File: config.mk
export PLATFORM = sky130hd
export DESIGN_NAME = xor_requester
export DESIGN_NICKNAME = d
export VERILOG_FILES = /design/src/rtl/xor_req_pkg.sv /design/src/rtl/xor_req_fifo.sv /design/src/rtl/xor_requester.sv
export SDC_FILE = /design/constraint.sdc
export NUM_CORES = 1
export LEC_CHECK = 0
export CAP_MARGIN = 20
export CORE_MARGIN = 1.5
export CORE_UTILIZATION = 30
export CTS_BUF_LIST = sky130_fd_sc_hd__clkbuf_2 sky130_fd_sc_hd__clkbuf_4 sky130_fd_sc_hd__clkbuf_8
export CTS_CLUSTER_DIAMETER = 200
export DETAILED_ROUTE_END_ITERATION = 6
export HOLD_SLACK_MARGIN = 0.12
export MAX_ROUTING_LAYER = met4
export PLACE_DENSITY_LB_ADDON = 0.2
export SYNTH_ARGS = -nofsm -noshare
export SYNTH_HDL_FRONTEND = slang
export SYNTH_SLANG_ARGS = --single-unit
File: constraint.sdc
create_clock -name clk -period 2.1 [get_ports clk]
set_input_delay 0.42 -clock clk [delete_from_list [all_inputs] [get_ports clk]]
set_output_delay 0.42 -clock clk [all_outputs]
set_load 0.02 [all_outputs]
File: src/rtl/xor_req_pkg.sv
// Shared types and default parameters for the XOR requester and its FIFO.
package xor_req_pkg;

  typedef enum logic {
    IDLE  = 1'b0,
    ISSUE = 1'b1
  } state_t;

  localparam int DEFAULT_DEPTH          = 4;
  localparam int DEFAULT_CNT_W          = 16;
  localparam int DEFAULT_TIMEOUT_CYCLES = 256;

endpackage

File: src/rtl/xor_req_fifo.sv
// 1-bit-wide synchronous FIFO holding the expected XOR results of requests
// in flight. Pointers carry one extra wrap bit to tell full from empty.
module xor_req_fifo
  import xor_req_pkg::*;
#(
  parameter int DEPTH = DEFAULT_DEPTH
) (
  input  logic clk,
  input  logic reset_n,
  input  logic push,
  input  logic wdata,
  input  logic pop,
  output logic rdata,
  output logic full,
  output logic empty
);

  localparam int AW = $clog2(DEPTH);
  localparam int PW = AW + 1;

  logic [PW-1:0]    wr_ptr;
  logic [PW-1:0]    rd_ptr;
  logic [DEPTH-1:0] mem;
  logic             do_push;
  logic             do_pop;

  assign do_push = push & ~full;
  assign do_pop  = pop & ~empty;
  assign empty   = (wr_ptr == rd_ptr);
  assign full    = (wr_ptr[AW-1:0] == rd_ptr[AW-1:0]) && (wr_ptr[AW] != rd_ptr[AW]);
  assign rdata   = mem[rd_ptr[AW-1:0]];

  // Advance pointers and store entries; reset drops everything in flight.
  always_ff @(posedge clk or negedge reset_n) begin
    if (!reset_n) begin
      wr_ptr <= '0;
      rd_ptr <= '0;
      mem    <= '0;
    end else begin
      if (do_push) begin
        mem[wr_ptr[AW-1:0]] <= wdata;
        wr_ptr              <= wr_ptr + PW'(1);
      end
      if (do_pop) begin
        rd_ptr <= rd_ptr + PW'(1);
      end
    end
  end

endmodule

File: src/rtl/xor_requester.sv
// Test-side initiator for the XOR unit: issues operand pairs on A/B, checks
// each Y result against the queued expected a^b and reports it on rsp.
// Optional watchdog enabled by defining XOR_REQ_TIMEOUT_EN.
module xor_requester
  import xor_req_pkg::*;
#(
  parameter int DEPTH = DEFAULT_DEPTH,
  parameter int CNT_W = DEFAULT_CNT_W
`ifdef XOR_REQ_TIMEOUT_EN
  ,parameter int TIMEOUT_CYCLES = DEFAULT_TIMEOUT_CYCLES
`endif
) (
  input  logic             clk,
  input  logic             reset_n,
  input  logic             cmd_valid,
  output logic             cmd_ready,
  input  logic             cmd_a,
  input  logic             cmd_b,
  output logic             A_data,
  output logic             A_enable,
  input  logic             A_ready,
  output logic             B_data,
  output logic             B_enable,
  input  logic             B_ready,
  input  logic             Y_data,
  input  logic             Y_enable,
  output logic             Y_ready,
  output logic             rsp_valid,
  output logic             rsp_data,
  output logic             rsp_error,
  input  logic             rsp_ready,
  output logic [CNT_W-1:0] sent_count,
  output logic [CNT_W-1:0] err_count,
  output logic             timeout
);

  state_t state;
  state_t next_state;
  logic   a_pend;
  logic   b_pend;
  logic   started;
  logic   cmd_fire;
  logic   y_xfer;
  logic   y_mismatch;
  logic   fifo_exp;
  logic   fifo_full;
  logic   fifo_empty;

  assign cmd_fire   = cmd_valid & cmd_ready;
  assign Y_ready    = ~fifo_empty & (~rsp_valid | rsp_ready);
  assign y_xfer     = Y_enable & Y_ready;
  assign y_mismatch = (Y_data != fifo_exp);

  xor_req_fifo #(
    .DEPTH(DEPTH)
  ) u_fifo (
    .clk    (clk),
    .reset_n(reset_n),
    .push   (cmd_fire),
    .wdata  (cmd_a ^ cmd_b),
    .pop    (y_xfer),
    .rdata  (fifo_exp),
    .full   (fifo_full),
    .empty  (fifo_empty)
  );

  // Holds cmd_ready low until the first clock edge after reset release.
  always_ff @(posedge clk or negedge reset_n) begin
    if (!reset_n) started <= 1'b0;
    else          started <= 1'b1;
  end

  // State register.
  always_ff @(posedge clk or negedge reset_n) begin
    if (!reset_n) state <= IDLE;
    else          state <= next_state;
  end

  // Leave IDLE on accept; leave ISSUE once both operands have been taken.
  always_comb begin
    next_state = state;
    case (state)
      IDLE:    if (cmd_fire) next_state = ISSUE;
      ISSUE:   if ((~a_pend | A_enable) & (~b_pend | B_enable)) next_state = IDLE;
      default: next_state = IDLE;
    endcase
  end

  // Handshake outputs: accept only in IDLE with FIFO room, strobe only in ISSUE.
  always_comb begin
    cmd_ready = 1'b0;
    A_enable  = 1'b0;
    B_enable  = 1'b0;
    case (state)
      IDLE:  cmd_ready = started & ~fifo_full;
      ISSUE: begin
        A_enable = a_pend & A_ready;
        B_enable = b_pend & B_ready;
      end
      default: cmd_ready = 1'b0;
    endcase
  end

  // Latch operands on accept and clear each pending flag as its side transfers.
  always_ff @(posedge clk or negedge reset_n) begin
    if (!reset_n) begin
      A_data <= 1'b0;
      B_data <= 1'b0;
      a_pend <= 1'b0;
      b_pend <= 1'b0;
    end else if (cmd_fire) begin
      A_data <= cmd_a;
      B_data <= cmd_b;
      a_pend <= 1'b1;
      b_pend <= 1'b1;
    end else begin
      if (A_enable) a_pend <= 1'b0;
      if (B_enable) b_pend <= 1'b0;
    end
  end

  // Check each Y result, present it on rsp and update saturating counters.
  always_ff @(posedge clk or negedge reset_n) begin
    if (!reset_n) begin
      rsp_valid  <= 1'b0;
      rsp_data   <= 1'b0;
      rsp_error  <= 1'b0;
      sent_count <= '0;
      err_count  <= '0;
    end else if (y_xfer) begin
      rsp_valid <= 1'b1;
      rsp_data  <= Y_data;
      rsp_error <= y_mismatch;
      if (~&sent_count) sent_count <= sent_count + CNT_W'(1);
      if (y_mismatch && ~&err_count) err_count <= err_count + CNT_W'(1);
    end else if (rsp_ready) begin
      rsp_valid <= 1'b0;
    end
  end

`ifdef XOR_REQ_TIMEOUT_EN
  localparam int WD_W = $clog2(TIMEOUT_CYCLES + 1);

  logic [WD_W-1:0] wd_cnt;
  logic            timeout_q;

  // Count cycles spent waiting on an outstanding result; flag sticks once hit.
  always_ff @(posedge clk or negedge reset_n) begin
    if (!reset_n) begin
      wd_cnt    <= '0;
      timeout_q <= 1'b0;
    end else if (fifo_empty || y_xfer) begin
      wd_cnt <= '0;
    end else if (wd_cnt != WD_W'(TIMEOUT_CYCLES)) begin
      wd_cnt <= wd_cnt + WD_W'(1);
      if (wd_cnt == WD_W'(TIMEOUT_CYCLES - 1)) timeout_q <= 1'b1;
    end
  end

  assign timeout = timeout_q;
`else
  assign timeout = 1'b0;
`endif

endmodule

---- Word-level counts from Yosys, hierarchy flattened ----
Cells that the tools add are included.
storage, ports and cells
  input port bits ......................... 10
  output and inout bits ................... 42
  register bits after elaboration ......... 51
cells by class
  equal/unequal tests ..................... 4
  reductions and logical operators ........ 11
  $lt $le $gt $ge ......................... 3
  bitwise logic cells ..................... 20
  multiplexer cells ....................... 17
  add/subtract/negate cells ............... 4
operators with widths
  kind                     number
  $add A16 B1 Y16 const B  2
  $reduce_and A16 Y1       2
  $mux W1                  13
  $and A1 B1 Y1            9
  $not A1 Y1               7
  $add A3 B1 Y3 const B    2
  $lt A2 B3 Y1 const B     2
  $reduce_bool A2 Y1       3
  $bwmux W4                1
  $reduce_and A2 Y1        2
  $eq A3 B3 Y1             1
  $logic_and A1 B1 Y1      3
  $or A1 B1 Y1             3
  $bmux W1 S2              1
  $demux W1 S2             1
  $eq A2 B2 Y1             1
  $ge A2 B1 Y1 const B     1
  $ne A1 B1 Y1             2
  $pmux W1 S2              1
  $logic_not A1 Y1         1
  $xor A1 B1 Y1            1

---- Longest topological paths before layout ----
Gate-level depths: netlist of run 1.
  word-level depth ........................ 8
  gate-level depth with buffers ........... 7

---- By module ----
A second synthesis of run 1 with hierarchy kept.
unflattened totals
  cells, all modules ...................... 252
  area, all modules ....................... 2676.3 µm²
modules (own cells, without submodules)
  module         area an instance (µm²)  cells an instance  sequential area each (µm²)  times used
  xor_requester  2050.7                  197                1026.0                      1
  xor_req_fifo   625.6                   55                 250.2                       1

---- Worst setup path after synthesis of run 1 ----
OpenSTA, ideal clock, no wires.
  path kind ............................... register -> register
  start ................................... register u_fifo.rd_ptr[0]
  end ..................................... register u_fifo.mem[3]
  library setup time ...................... 127 ps
  data required time ...................... 1973 ps
  setup slack ............................. -104 ps
  data arrival time ....................... 2077 ps
  stages on the path, launching flop included .. 7
  buffers on the path ..................... 1
  cell sequence ........................... dfrtp_1 xnor2_1 a311oi_1 and2_1 buf_2 nand2_1 mux2_1
on the way
  cells in the longest elaborated chain, start to end .. 7
ends and longest elaborated chain
  what                            RTL line             RTL
  start: declaration              xor_req_fifo.sv:22   logic [PW-1:0] rd_ptr;
  start signal: assignment        xor_req_fifo.sv:45   rd_ptr <= rd_ptr + PW'(1);
  $eq A2 B2 Y1                    xor_req_fifo.sv:30   assign full = (wr_ptr[AW-1:0] == rd_ptr[AW-1:0]) && (wr_ptr[AW] != rd_ptr[AW]);
  $logic_and A1 B1 Y1             xor_req_fifo.sv:30
  $not A1 Y1                      xor_requester.sv:95  IDLE: cmd_ready = started & ~fifo_full;
  $and A1 B1 Y1                   xor_requester.sv:95
  $mux W1                         xor_requester.sv:94  case (state)
  named net cmd_ready             xor_requester.sv:16  output logic cmd_ready,
  $and A1 B1 Y1                   xor_requester.sv:49  assign cmd_fire = cmd_valid & cmd_ready;
  $and A1 B1 Y1                   xor_req_fifo.sv:27   assign do_push = push & ~full;
  end signal: indexed assignment  xor_req_fifo.sv:41   mem[wr_ptr[AW-1:0]] <= wdata;
  end: declaration                xor_req_fifo.sv:23   logic [DEPTH-1:0] mem;
The timed path passes the listed nets, and every way through them passes these cells.
A chain may end at the register's enable or synchronous reset.

---- Worst setup path in the final report of run 1 ----
  start ................................... register u_fifo.rd_ptr[0]
  end ..................................... output Y_ready
on the way
  cells in the longest elaborated chain, start to end .. 3
ends and longest elaborated chain
  what              RTL line             RTL
  $eq A3 B3 Y1      xor_req_fifo.sv:29   assign empty = (wr_ptr == rd_ptr);
  $not A1 Y1        xor_requester.sv:50  assign Y_ready = ~fifo_empty & (~rsp_valid | rsp_ready);
  $and A1 B1 Y1     xor_requester.sv:50
  end: declaration  xor_requester.sv:27  output logic Y_ready,
Every way passes these cells.

==> results of run 1 <==
[power groups by stage]
stage          registers, mW  clock network, mW  logic (mW)
6_report                1.60              0.710        2.00
2_1_floorplan           1.80                  0       0.933
4_1_cts                 1.60              0.743        1.98
3_5_place_dp            1.62                  0        1.96
5_1_grt                 1.66              0.785        2.18
3_3_place_gp            1.61                  0        1.94
[kinds of logic after synthesis]
family	after synthesis	share of synthesized area
buf+inv	14	0.0286
xor+xnor	37	0.131
mux	11	0.0533
fa+ha+maj	7	0.0345
flops	51	0.503
simple gates	103	0.232
compound gates	5	0.0148
other cells	2	0.00296
[final cells by class]
| type | instances | area [µm²] |
|---|---|---|
| multi-input cells | 165 | 1250 |
| repair buffers | 74 | 703 |
| flip-flops and latches | 51 | 1280 |
| well taps | 105 | 131 |
| clock inverters | 2 | 35.0 |
| inverters | 9 | 33.8 |
| clock buffers | 6 | 82.6 |
| fillers | 807 | 4710 |
[critical path, delay by kind of cell, from the launching register on]
family,cells,cell delay [ns]
flops,1,0.44
xor+xnor,1,0.37
buf+inv,1,0.35
compound gates,1,0.18
[stage by stage]
step                area, µm²  setup TNS (ns)
finish                   3510               0
global route             3510         -0.0674
CTS                      3450               0
detailed placement       3310          -0.891
global placement         3310          -0.611
floorplan                2550               0
[placed cells by master, fill, tap and decap left out, types with 2 or more instances in the layout]
master,count
conb_1,2
and2_1,3
xor2_1,22
nand2_1,38
nand3_1,12
buf_6,2
buf_4,20
nor4b_2,2
and3_1,6
nand4_1,6
nor4_2,3
nor4_4,2
dlymetal6s2s_1,2
dfrtp_1,50
clkbuf_8,6
mux2_2,8
nor3_4,2
inv_1,9
ha_1,7
nor2_1,8
nor3_2,6
xnor2_1,14
nor3_1,4
clkdlybuf4s50_1,45
nand2b_1,2
[flip-flops by register name, summed over array words and instances (netlist names)]
register / cells
A_data: 1
B_data: 1
a_pend: 1
b_pend: 1
err_count: 16
rsp_data: 1
rsp_error: 1
rsp_valid: 1
sent_count: 16
started: 1
state: 1
u_fifo.mem: 4
u_fifo.rd_ptr: 3
u_fifo.wr_ptr: 3
[how the worst max path moves through the flow]
stage,startpoint,end,slack (ns)
finish,u_fifo.rd_ptr[0],Y_ready,0.03
global route,u_fifo.rd_ptr[0],Y_ready,-0.05
CTS,u_fifo.rd_ptr[1],Y_ready,0.007
detailed placement,rsp_ready,Y_ready,-0.14
global placement,rsp_ready,Y_ready,-0.14
floorplan,u_fifo.rd_ptr[0],err_count[10],0.02
[cell usage after synthesis (2+ instances only)]
master | count | share of area
inv_1 | 9 | 0.013
nor4_2 | 5 | 0.025
nor3_1 | 6 | 0.012
and2_1 | 3 | 0.0074
nor2_1 | 9 | 0.013
xor2_1 | 22 | 0.076
nand2_1 | 38 | 0.056
nand4_1 | 6 | 0.015
xnor2_1 | 14 | 0.048
conb_1 | 2 | 0.0030
nor3_2 | 5 | 0.020
buf_6 | 2 | 0.0089
nand3_1 | 12 | 0.024
dfrtp_1 | 51 | 0.50
nand2b_1 | 2 | 0.0049
ha_1 | 7 | 0.035
mux2_2 | 9 | 0.040
and3_1 | 6 | 0.015
[layer usage]
| metal | track usage | up-vias | part of all wire |
|---|---|---|---|
| li1 | - | 926 | - |
| met1 | 0.175 | 906 | 0.48 |
| met2 | 0.205 | 41 | 0.47 |
| met3 | 0.0282 | 5 | 0.038 |
| met4 | 0.0460 | 0 | 0.010 |
| met5 | - | - | 0 |
[timing repair]
item | in CTS | in global routing
hold endpoints to repair | 51 | 0
cloned | 0 | 0
resized for setup | 6 | 11
hold buffers | 1 | 0
buffers inserted | 1 | 1
setup endpoints to repair | 10 | 12
pin swaps | 1 | 2
==> out/results.txt, run 1 <==
Primary FF master, synth: dfrtp_1
Seq/Total Area, Yosys: 0.503
utilization after layout: 0.427
R2R Path Start: u_fifo.rd_ptr[0]
WL/cell: 12.9 µm
first-pass GRT wire length: 9030 µm
worst-case reg-to-reg path depth: 6
Die Wd: 94.9 µm
Yosys cell types: 40
Iter 0 DRT Violations: 48
GPL Wtd Cong: 0.803
Combinational Power Share: 0.465
register clock-pin slew on the reported worst setup and hold paths: 0.09 ns
Post-Syn Area: 2540 µm²
CP Cell Sequence: xnor2_1, a31oi_2, dlygate4sd2_1
CTS Sinks: 51
Non-Filler Instances: 412
Final Skew: 0.0113 ns
final wirelength: 5310 µm
post-route antenna net violation count: 0
Switching Fraction: 0.378
largest net degree at the start of global routing: 52
Final Setup Violations: 0
worst hold path type: reg -> reg
CP arrival: 1.65 ns
htree depth: 2
Worst VDD drop: 541 µV
drt pass-1 iters: 4
CTS Buffer Depth: 2
ANT cells: 0
Yosys warnings: 0
dpl hpwl: 3910 µm
Hold Worst Slack: 0.490 ns
post-route minimum period: 2.07 ns
share of flip-flops with an asynchronous set or reset: 1.00
EDFF count, synth: 0
Hold Path Origin: a_pend
crit-path max FO: 3
placed cell count: 401
Leakage: 1.56 nW
RR Endpoint: err_count[12]
Fin. Hold Viols: 0
FF+latch count, synth: 51
max_cap viols: 0
max-slew violations: 0
part of the power in registers: 0.371
CP Capture Type: output pin
Final Worst Setup Slack: 0.0316 ns
gr usage total: 0.134
unrepaired setup endpoints after global routing: true
Tcrit/Tclk final: 0.985
CTS Buf Count: 5
die area: 9010 µm²
detailed-route via count: 1878
pwr dens: 1230 nW/µm²
clock power share: 0.165
Hold Path Sink: a_pend
Pwr Total: 4.31 mW
# port buffers: 50
crit-path max cell delay: 0.44 ns
critical path's slowest cell: dfrtp_2
CP Launch Type: flop
r2r setup slk: 0.07 ns
worst-skew pair later-pin latency: 0.31 ns
nets: 323
Root Driver: clkbuf_8
CORE AREA: 8220 µm²
row cnt: 33
post-synthesis net count: 247
vias in the first global route: 1917
internal power of the cells: 2.68 mW
layout cells sized above 1: 0.221
initial core utilization: 0.309
Crit Path Class: reg -> out
Die H: 94.9 µm
mean post-synth cell area: 11.0 µm²
hold-critical path depth: 2
Setup WS pre-CTS: -0.143 ns
Ports: 52
initial antenna violation count: 0
vias per inst: 4.56
DRC: 0
Peak Freq: 483 MHz
P&R area growth vs syn: 38.4%
GRT overflow: 0
WP data required: 1.68 ns
Net Sw Power: 1.63 mW
Post-Syn Instances: 230
status: completed
CTS tree: done
(Power assumes the default switching activity.)
==> inputs of run 2 (changes only) <==
--- a/config.mk
+++ b/config.mk
@@ -11,6 +11,7 @@
 export CTS_BUF_LIST = sky130_fd_sc_hd__clkbuf_2 sky130_fd_sc_hd__clkbuf_4 sky130_fd_sc_hd__clkbuf_8
 export CTS_CLUSTER_DIAMETER = 200
 export DETAILED_ROUTE_END_ITERATION = 6
+export DONT_BUFFER_PORTS = 1
 export HOLD_SLACK_MARGIN = 0.12
 export MAX_ROUTING_LAYER = met4
 export PLACE_DENSITY_LB_ADDON = 0.2
==> run 2 against run 1 <==
Global-route usage grew 0.30 points. Total power shrank 8.8%. Worst setup slack gained 0.051 ns. Non-clock buffer count shrank 31. Design area shrank 11%. Final cell count shrank 7.3%. Clock power shrank 19%. Via count shrank 5.1%. Combinational power shrank 11%. Register-to-register slack is essentially flat. Flip-flop and latch count is the same. Largest power group unchanged. Critical endpoint is now sent_count[15].
==> out/results.txt, run 2 (same netlist as run 1, synthesis figures left out) <==
status: completed
CP arrival: 2.23 ns
post-route antenna net violation count: 0
crit-path max FO: 6
worst-skew pair later-pin latency: 0.29 ns
final wirelength: 5390 µm
clock power share: 0.147
CP Launch Type: flop
die area: 9010 µm²
worst-margin pin slew: 0.517 ns
detailed-route via count: 1783
family with the most delay on the worst path: simple AND/OR/NAND/NOR gates
CORE AREA: 8220 µm²
register clock-pin slew on the reported worst setup and hold paths: 0.09 ns
relative slew slack: 0.652
GPL Wtd Cong: 0.761
GRT overflow: 0
Tcrit/Tclk final: 0.960
Placement Cell Area: 2930 µm²
Final Setup Violations: 0
utilization after layout: 0.378
R2R Path Start: u_fifo.rd_ptr[0]
RR Endpoint: sent_count[15]
worst-case reg-to-reg path depth: 6
Fin. Hold Viols: 0
critical path's slowest cell: a311o_2
commonest non-fill, non-tap cell in the layout: dfrtp_1
initial antenna violation count: 0
crit-path max cell delay: 0.46 ns
row cnt: 33
Hold Path Sink: B_data
Worst VDD drop: 683 µV
Ports: 52
Peak Freq: 496 MHz
Hold Path Origin: cmd_b
internal power of the cells: 2.35 mW
ANT cells: 0
post-route minimum period: 2.02 ns
Bufs and invs on worst path: 1
Die Wd: 94.9 µm
Setup WS pre-CTS: 0.0377 ns
r2r setup slk: 0.08 ns
largest net degree at the start of global routing: 52
Leakage: 1.42 nW
Regs by FF count: err_count (16), sent_count (16), u_fifo.mem (4)
pwr dens: 1260 nW/µm²
setup TNS: 0 ns
WP data required: 2.32 ns
worst hold path type: in -> reg
Root Driver: clkbuf_8
nets: 293
CP Capture Type: flop
Net Sw Power: 1.58 mW
CTS Buf Count: 5
max_cap viols: 0
DRC: 0
CTS Buffer Depth: 2
part of the power in registers: 0.398
CTS tree: done
commonest non-fill, non-tap cells in the layout: dfrtp_1 (51), buf_4 (41), nand2_1 (38), xor2_1 (21), xnor2_1 (14)
first-pass GRT wire length: 9310 µm
CP Cell Sequence: buf_4, xnor2_1, a311o_2, or2_4, nor4b_2, xor2_1
vias per inst: 4.67
initial core utilization: 0.309
Switching Fraction: 0.403
launch point of the worst path: u_fifo.rd_ptr[0]
gr usage total: 0.137
P&R area growth vs syn: 22.5%
max-slew violations: 0
htree depth: 2
# port buffers: 0
Crit Path Class: reg -> reg
hold-critical path depth: 2
drt pass-1 iters: 4
vias in the first global route: 1880
Final Worst Setup Slack: 0.0830 ns
Iter 0 DRT Violations: 44
Combinational Power Share: 0.455
Die H: 94.9 µm
dpl hpwl: 3940 µm
CTS Sinks: 51
unrepaired setup endpoints after global routing: false
Final Skew: 0.00482 ns
WL/cell: 14.1 µm
finished layout cell area: 3110 µm²
layout cells sized above 1: 0.300
[run 2: cell count changes in the layout (fill, tap and decap cells not counted), sizes merged]
cell           change
clkdlybuf4s50     -45
buf               +18
dlymetal6s2s       -2
bufinv             -1
clkbuf             +1
clkdlybuf4s15      -1
dlygate4sd2        -1
or2                +1
[run 2: power by group through the flow]
stage	clock network [mW]	logic (mW)	registers, mW
floorplan	0	0.933	1.80
global placement	0	1.69	1.58
detailed placement	0	1.71	1.59
CTS	0.606	1.74	1.57
global route	0.656	2.00	1.61
finish	0.576	1.79	1.56
[run 2: cell type report]
cell class | count | area [µm²]
inverter | 9 | 33.8
sequential | 51 | 1280
multi-input combinational | 166 | 1230
clock inverter | 1 | 5.00
timing repair buffer | 43 | 345
clock buffer | 7 | 83.8
tap | 105 | 131
fill | 826 | 5110
[run 2: worst register-to-register path, cell delays in order, from the launching register on]
cell	delay, ns
dfrtp_1	0.40
buf_4	0.15
xnor2_1	0.17
a311o_2	0.46
or2_4	0.30
nor4b_2	0.27
xor2_1	0.19
[run 2: worst max path at each step]
stage | end | slack (ns) | cells past startpoint
2_1_floorplan | err_count[10] | 0.02 | 5
3_3_place_gp | err_count[10] | 0.06 | 5
3_5_place_dp | err_count[10] | 0.04 | 5
4_1_cts | sent_count[15] | 0.03 | 6
5_1_grt | sent_count[15] | 0.007 | 6
6_report | sent_count[15] | 0.08 | 6
[run 2: what timing repair did]
action | in CTS | in global routing
setup buffers | 0 | 3
gates resized for setup | 0 | 4
endpoints found under the setup margin | 0 | 7
endpoints found under the hold margin | 51 | 0
hold buffers | 2 | 0
[run 2: layer usage]
layer  global-route usage  vias to the layer above  part of all wire
li1                     -                      867                 -
met1                0.171                      865              0.46
met2                0.217                       45              0.47
met3               0.0386                        6             0.060
met4               0.0373                        0             0.014
met5                    -                        -                 0
[run 2: metrics by stage]
step                      total power, mW  cells  hold slack (ns)
after floorplan                      2.73    230            0.124
after global placement               3.27    368            0.126
after detailed placement             3.29    368            0.126
after CTS                            3.92    378            0.219
after global routing                 4.27    382            0.228
final                                3.93    382            0.228
==> RTL change, RTL diff (settings of run 1) <==
`DEFAULT_CNT_W`: 16 -> 24.
--- a/src/rtl/xor_req_pkg.sv
+++ b/src/rtl/xor_req_pkg.sv
@@ -7,7 +7,7 @@
   } state_t;
 
   localparam int DEFAULT_DEPTH          = 4;
-  localparam int DEFAULT_CNT_W          = 16;
+  localparam int DEFAULT_CNT_W          = 24;
   localparam int DEFAULT_TIMEOUT_CYCLES = 256;
 
 endpackage
Ports: changed (resized err_count and sent_count); port bits go from 52 to 68. The function was not compared with the original's and may differ.
==> RTL change against run 1 <==
Wire length up 32%. Sequential share of layout area up 0.94 points. Combinational power down 3%. Via count up 33%. Total power up 19%. Design area up 28%. First-iteration DRC count up 54%. Setup slack worse by 0.019 ns. Sequential cell count up 16. Synthesized area up 27%.
==> RTL change: results (changes against run 1) <==
result of the run completed (unchanged); final core utilization 0.433 (was 0.427); fraction of met1 tracks used by global routing 0.182 (was 0.175); peak supply drop 534 uV (was 541 uV); CP max stage cell sky130_fd_sc_hd__mux4_2 (was sky130_fd_sc_hd__dfrtp_2); first-pass GRT wire length 11600 um (was 9030 um); global placer's final weighted congestion 0.729 (was 0.803); count of different cell masters after synthesis 34 (was 40); share of post-route cells with drive strength above 1 0.153 (was 0.221); Routed WL per cell 13.2 um (was 12.9 um); sequential fraction of total cell area 0.373 (was 0.364); number of instances in the placed design 509 (was 401); top fanout value on the critical path 11 (was 3); met3 Use GR 0.0280 (was 0.0282); met2 WL 3220 um (was 2490 um); number of vias after detailed routing 2499 (was 1878); number of post-CTS setup repair buffers 0 (was 1); post-synthesis instance total 297 (was 230); count of H-tree levels built during CTS 3 (was 2); crit-path max cell delay 0.54 ns (was 0.44 ns); power of the combinational group 1.94 mW (was 2.00 mW); worst setup timing slack at the placement stage -0.229 ns (was -0.143 ns); kind of cell adding the most delay to the critical path multiplexers (was flip-flops); worst skew pair latency 0.34 ns (was 0.31 ns); half-perimeter wire length after detailed placement 5000 um (was 3910 um); Non-Clock Buffer Area Fraction 0.193 (was 0.200); portion of the post-synthesis area used by sequential elements 0.520 (was 0.503); post-synth net total 314 (was 247); Multi-input gate area 0.00150 mm^2 (was 0.00125 mm^2); sequential cell fraction of total power 0.367 (was 0.371); number of resized instances in the post-cts repair step 7 (was 6)
[RTL change: cell types whose count changed after synthesis, moves of 3 or more]
cell	before	now
sky130_fd_sc_hd__and4_1	0	3
sky130_fd_sc_hd__buf_2	1	4
sky130_fd_sc_hd__dfrtp_1	51	67
sky130_fd_sc_hd__nand2_1	38	44
sky130_fd_sc_hd__nand3_1	12	21
sky130_fd_sc_hd__nand4_1	6	19
sky130_fd_sc_hd__nor2_1	9	17
sky130_fd_sc_hd__nor3_1	6	9
sky130_fd_sc_hd__nor3_2	5	0
sky130_fd_sc_hd__nor4_2	5	1
sky130_fd_sc_hd__xnor2_1	14	39
sky130_fd_sc_hd__xor2_1	22	15
[RTL change: logic make-up after synthesis]
family | count (synthesis) | share of synthesized area
buf+inv | 15 | 0.0225
mux | 9 | 0.0361
simple gates | 131 | 0.205
fa+ha+maj | 7 | 0.0272
flops | 67 | 0.520
compound gates | 12 | 0.0407
other cells | 2 | 0.00233
xor+xnor | 54 | 0.147
[RTL change: final timing paths]
check                                                   from                         to  slack (ns)  depth (start not counted)
worst min-delay path                      a_pend$_DFFE_PN0P_         a_pend$_DFFE_PN0P_        0.48                          2
min in group asynchronous                            reset_n  err_count[16]$_DFFE_PN0P_        0.63                          3
worst max register to register  u_fifo.rd_ptr[0]$_DFFE_PN0P_   err_count[1]$_DFFE_PN0P_        0.01                          6
worst max-delay path            u_fifo.rd_ptr[0]$_DFFE_PN0P_   err_count[1]$_DFFE_PN0P_        0.01                          6
max in group asynchronous                            reset_n  sent_count[3]$_DFFE_PN0P_        1.18                          3
worst min register to register            a_pend$_DFFE_PN0P_         a_pend$_DFFE_PN0P_        0.48                          2
